--- src/rtl/ifu_fetch_ctrl.sv ---
// Instruction-fetch controller: fetches at pc, issues op_en, waits for the EXU ex_end toggle.
// Define IFU_PERF_CNT_EN to build the instret / cycle_cnt performance counters.
module ifu_fetch_ctrl #(
   parameter logic [31:0] RESET_PC       = 32'h8000_0000,
   parameter int unsigned TIMEOUT_CYCLES = 1024,
   parameter int unsigned TO_W           = 11
) (
   input  logic        clk,
   input  logic        rst_n,
   output logic        o_ifetch_req,
   output logic [31:0] o_ifetch_addr,
   input  logic        i_ifetch_ready,
   input  logic        i_ifetch_rvalid,
   input  logic [31:0] i_ifetch_rdata,
   output logic [31:0] o_op,
   output logic        o_op_en,
   output logic [31:0] o_pc,
   input  logic        i_ex_end,
   input  logic [31:0] i_next_pc,
   input  logic        i_ebreak_flag,
   output logic        o_halted,
   output logic [1:0]  o_fetch_err,
   output logic [63:0] o_instret,
   output logic [63:0] o_cycle_cnt
);

   typedef enum logic [2:0] {
      StFetchReq,
      StFetchWait,
      StIssue,
      StExecWait,
      StHalt,
      StError
   } state_e;

   state_e          r_state;
   state_e          w_state_d;
   logic            r_ifetch_req;
   logic            r_ex_end_q;
   logic            r_halted;
   logic [1:0]      r_fetch_err;
   logic [31:0]     r_pc;
   logic [31:0]     r_op;
   logic [TO_W-1:0] r_to_cnt;

   logic            w_accept;
   logic            w_ex_edge;
   logic            w_misaligned;
   logic            w_timeout;
   logic            w_capture;
   logic            w_running;

   // r_ifetch_req is only ever high while in StFetchReq, so it qualifies the handshake.
   assign w_accept     = r_ifetch_req & i_ifetch_ready;
   assign w_ex_edge    = (r_state == StExecWait) && (i_ex_end != r_ex_end_q);
   assign w_misaligned = (i_next_pc[1:0] != 2'b00);
   assign w_timeout    = (r_to_cnt == TO_W'(TIMEOUT_CYCLES - 1));
   assign w_capture    = (r_state == StFetchWait) && i_ifetch_rvalid;
   assign w_running    = (r_state != StHalt) && (r_state != StError);

   always_ff @(posedge clk or negedge rst_n) begin
      if (!rst_n) begin
         r_state <= StFetchReq;
      end else begin
         r_state <= w_state_d;
      end
   end

   always_comb begin
      w_state_d = r_state;
      case (r_state)
         StFetchReq: begin
            if (w_accept) w_state_d = StFetchWait;
         end
         StFetchWait: begin
            if (i_ifetch_rvalid) begin
               w_state_d = StIssue;
            end else if (w_timeout) begin
               w_state_d = StError;
            end
         end
         StIssue: begin
            w_state_d = StExecWait;
         end
         StExecWait: begin
            if (w_ex_edge) begin
               if (i_ebreak_flag) begin
                  w_state_d = StHalt;
               end else if (w_misaligned) begin
                  w_state_d = StError;
               end else begin
                  w_state_d = StFetchReq;
               end
            end
         end
         StHalt, StError: begin
            w_state_d = r_state;
         end
         default: begin
            w_state_d = StError;
         end
      endcase
   end

   always_comb begin
      o_ifetch_req = r_ifetch_req;
      o_op_en      = (r_state == StIssue);
   end

   always_ff @(posedge clk or negedge rst_n) begin
      if (!rst_n) begin
         r_ifetch_req <= 1'b0;
         r_ex_end_q   <= 1'b0;
         r_halted     <= 1'b0;
         r_fetch_err  <= 2'b00;
         r_pc         <= RESET_PC;
         r_op         <= 32'h0;
         r_to_cnt     <= '0;
      end else begin
         r_ex_end_q   <= i_ex_end;
         r_ifetch_req <= (w_state_d == StFetchReq);
         if (w_accept) begin
            r_to_cnt <= '0;
         end else if (r_state == StFetchWait) begin
            r_to_cnt <= r_to_cnt + TO_W'(1);
         end
         if (w_capture) begin
            r_op <= i_ifetch_rdata;
         end
         if ((r_state == StFetchWait) && !i_ifetch_rvalid && w_timeout) begin
            r_fetch_err <= 2'b10;
         end
         // ebreak wins over a misaligned target; a rejected target leaves pc untouched.
         if (w_ex_edge) begin
            if (i_ebreak_flag) begin
               r_halted <= 1'b1;
            end else if (w_misaligned) begin
               r_fetch_err <= 2'b01;
            end else begin
               r_pc <= i_next_pc;
            end
         end
      end
   end

   assign o_ifetch_addr = r_pc;
   assign o_pc          = r_pc;
   assign o_op          = r_op;
   assign o_halted      = r_halted;
   assign o_fetch_err   = r_fetch_err;

`ifdef IFU_PERF_CNT_EN
   logic [63:0] r_instret;
   logic [63:0] r_cycle_cnt;

   always_ff @(posedge clk or negedge rst_n) begin
      if (!rst_n) begin
         r_instret   <= 64'd0;
         r_cycle_cnt <= 64'd0;
      end else if (w_running) begin
         r_cycle_cnt <= r_cycle_cnt + 64'd1;
         if (w_ex_edge) begin
            r_instret <= r_instret + 64'd1;
         end
      end
   end

   assign o_instret   = r_instret;
   assign o_cycle_cnt = r_cycle_cnt;
`else
   assign o_instret   = 64'd0;
   assign o_cycle_cnt = 64'd0;
`endif

endmodule

--- config.mk ---
export PLATFORM = sky130hd
export DESIGN_NAME = ifu_fetch_ctrl
export DESIGN_NICKNAME = d
export VERILOG_FILES = /design/src/rtl/ifu_fetch_ctrl.sv
export SDC_FILE = /design/constraint.sdc
export NUM_CORES = 1
export LEC_CHECK = 0
export ABC_CLOCK_PERIOD_IN_PS = 2000
export CORE_MARGIN = 4
export CORE_UTILIZATION = 36
export DETAILED_ROUTE_END_ITERATION = 7
export HOLD_SLACK_MARGIN = 0.02
export PLACE_DENSITY_LB_ADDON = 0.2
export SLEW_MARGIN = 20
export SYNTH_ARGS = -nofsm -noshare
export SYNTH_HDL_FRONTEND = slang
export SYNTH_SLANG_ARGS = --single-unit
export TNS_END_PERCENT = 20
--- constraint.sdc ---
create_clock -name clk -period 2 [get_ports clk]
set_clock_uncertainty 0.05 [all_clocks]
set_input_delay 0.4 -clock clk [delete_from_list [all_inputs] [get_ports clk]]
set_output_delay 0.4 -clock clk [all_outputs]
set_load 0.005 [all_outputs]
==> metrics <==
outcome=finished, final reports clean; first-pass GRT wire length=15000 um; RSZ-0062 raised after global routing=false; DRT Pass-1 Iters=4; Data arrival, critical path=2050 ps; Initial DRC Count=85; sequential share of the synthesized area=46.27%; Max FO, Critical Path=32; final worst setup slack=107.6 ps; Antenna diodes=0; Initial Util=37.09%; Synth Area per Inst=11.73 um2; Critical-path top delay cell=clkdlybuf4s50_1; wire per inst=13.78 um; Die Ht=119.7 um; max incr delay on CP=520 ps; total wire length=9726 um; PortBufs=170; Achievable Freq=528.4 MHz; largest net degree at the start of global routing=41; Pwr per Cell Area=1194 mW/mm2; Combinational Power Share=38.7%; Die W=119.7 um; Root Driver=clkbuf_16; Yosys Warn Count=0; internal power=0.005336 W; top post-synthesis cells by count=162 x buf_4, 82 x dfrtp_1, 56 x mux2_2; critical path endpoint category=flop; Static Leak=2.828 nW; Final Cycle Share=94.62%; Layout area overhead=35.26%; ys async rst share=100.0%; most frequent cell after synthesis=buf_4; Antenna Nets Post-Route=0; clock share of power=24.3%; critical path required time=2160 ps; H-tree depth=3; CTS max path bufs=2; mapped cell area=0.004492 mm2; vias post-DR=2785; sw power=0.001918 W; FF+latch count, synth=83; CTS tree=built; Area after DPL=0.005732 mm2; count of pins over their slew limit=0; max-cap violation count=0; Netlist cell types=40; cell family with most CP delay=buffers and inverters; ratio of cells with drive above 1 in the final layout=16.73%; Avg Vias per Cell=3.945; Worst Setup Path Type=in -> reg; CTS Buf Count=9; area share of the largest cell type after synthesis=45.68%; Mapped Cells=383; Synth area leader=dfrtp_1; setup violators final=0; setup tns final=0 ps; nets=604; CTS sink count=83; Finished Cell Area=0.006076 mm2; # fillers=1129; clock latency on the worst-skew pair=330 ps; vias in the first global route=2809; clk slew on worst S/H paths=60 ps; final non-filler cell total=706; placed instance count=688; # rows=40; Hold WC Path Type=reg -> reg; Post-synth EDFFs=0; post-place setup slack=-326.9 ps; worst-path cell chain=clkdlybuf4s50_1, xor2_2, nand3_1, nor2_4, buf_12, mux2_2; Hold Vio Cnt, Final=0; synth top area cells=dfrtp_1 46%, buf_4 27%, mux2_2 14%; CORE AREA=0.01211 mm2; CP Launch Type=input port; Final HPWL DP=7676 um; VDD IR max=0.0007103 V; antenna violations before repair=0; sequential power share=37.0%; Tot Pwr=0.007254 W; Buf/Inv on CP=2; aggregate global-route resource usage=13.20%; Residual DRC=0; die area=0.01433 mm2; minimum clock period=1892 ps; Sw Share=26.44%; GR Overflow Total=0; GPL Wtd Cong=0.7478; Top FF cell, synth=dfrtp_1; num ports=299
[worst paths after layout]
path                                 startpoint                       endpoint  slack (ps)  cells after the start
setup / recovery                       i_ex_end  o_ifetch_addr[30]$_DFFE_PN0P_         110                      6
max in group asynchronous                 rst_n  o_ifetch_addr[31]$_DFFE_PN1P_         790                      3
hold reg to reg            o_halted$_DFFE_PN0P_           o_halted$_DFFE_PN0P_         400                      1
setup reg to reg           r_state[2]$_DFF_PN0_           o_op[30]$_DFFE_PN0P_         210                      5
hold / removal             o_halted$_DFFE_PN0P_           o_halted$_DFFE_PN0P_         400                      1
min in group asynchronous                 rst_n           o_op[21]$_DFFE_PN0P_         470                      2
[layer usage]
| metal | GRT usage [%] | vias up | wire length (um) |
|---|---|---|---|
| li1 | - | 1278 | - |
| met1 | 14.75 | 1338 | 3527 |
| met2 | 21.89 | 157 | 4903 |
| met3 | 6.173 | 12 | 1152 |
| met4 | 5.154 | 0 | 143 |
| met5 | 0 | - | 0 |
[registers in the layout, summed over array words and instances, names as in the netlist]
signal         cells
o_ifetch_req       1
o_op              32
o_halted           1
r_ex_end_q         1
r_to_cnt          11
o_ifetch_addr     32
o_fetch_err        2
r_state            3
[final cells by class]
type / instances / area, um2 / share of cell area (%)
Sequential cell: 83 / 2078 / 34.21
Timing Repair Buffer: 181 / 1821 / 29.96
Multi-Input combinational cell: 256 / 1639 / 26.98
Clock buffer: 12 / 246.5 / 4.057
Tap cell: 168 / 210.2 / 3.460
Clock inverter: 4 / 73.82 / 1.215
Inverter: 2 / 7.507 / 0.1236
[through the flow]
step	hold WS (ps)	util, %
3_3_place_gp	291.1	47.32
5_1_grt	420.3	50.17
2_1_floorplan	54.41	-
3_5_place_dp	299.0	47.32
6_report	404.1	50.17
4_1_cts	408.2	50.10
[placed cells by master, fill, tap and decap left out, types with 2 or more instances in the layout]
cell	Yosys	final
nand2_4	2	2
buf_4	162	8
and4_1	2	2
clkdlybuf4s50_1	0	168
conb_1	1	128
clkbuf_16	0	9
mux2_2	56	56
mux2_1	6	6
nor2b_1	4	4
dfrtp_1	82	82
and2_1	2	2
xnor2_1	3	3
and3_1	2	2
a21oi_1	4	4
buf_12	0	3
nand4_1	4	4
xor2_1	7	6
clkbuf_1	1	2
nor2_1	12	12
bufinv_16	0	2
inv_1	2	2
nand3_1	4	4
a21o_1	2	2
[power groups by stage]
stage	registers [W]	clock network (W)	logic, W
2_1_floorplan	0.00273	0	0.00132
3_3_place_gp	0.00271	0	0.00280
3_5_place_dp	0.00273	0	0.00282
4_1_cts	0.00270	0.00184	0.00286
5_1_grt	0.00279	0.00192	0.00305
6_report	0.00268	0.00176	0.00281
[repair_timing]
item                       4_1_cts  5_1_grt
setup endpoints to repair        1       30
buffers inserted                 1        0
hold endpoints to repair        25        0
hold buffers                     1        0
gates resized for setup          1        1
[cell families (layout without fill, tap and decap cells)]
family          after synthesis  in the layout  synth area share (%)
compound gates               12             12                 1.811
flops                        83             83                 46.27
other cells                   1            128               0.08349
fa+ha+maj                     1              1                0.2785
xor+xnor                     10             10                 1.950
simple gates                 42             42                 5.710
mux                          63             63                 15.77
buf+inv                     171            199                 28.13
Note: power is estimated with default switching activity, not from simulation.
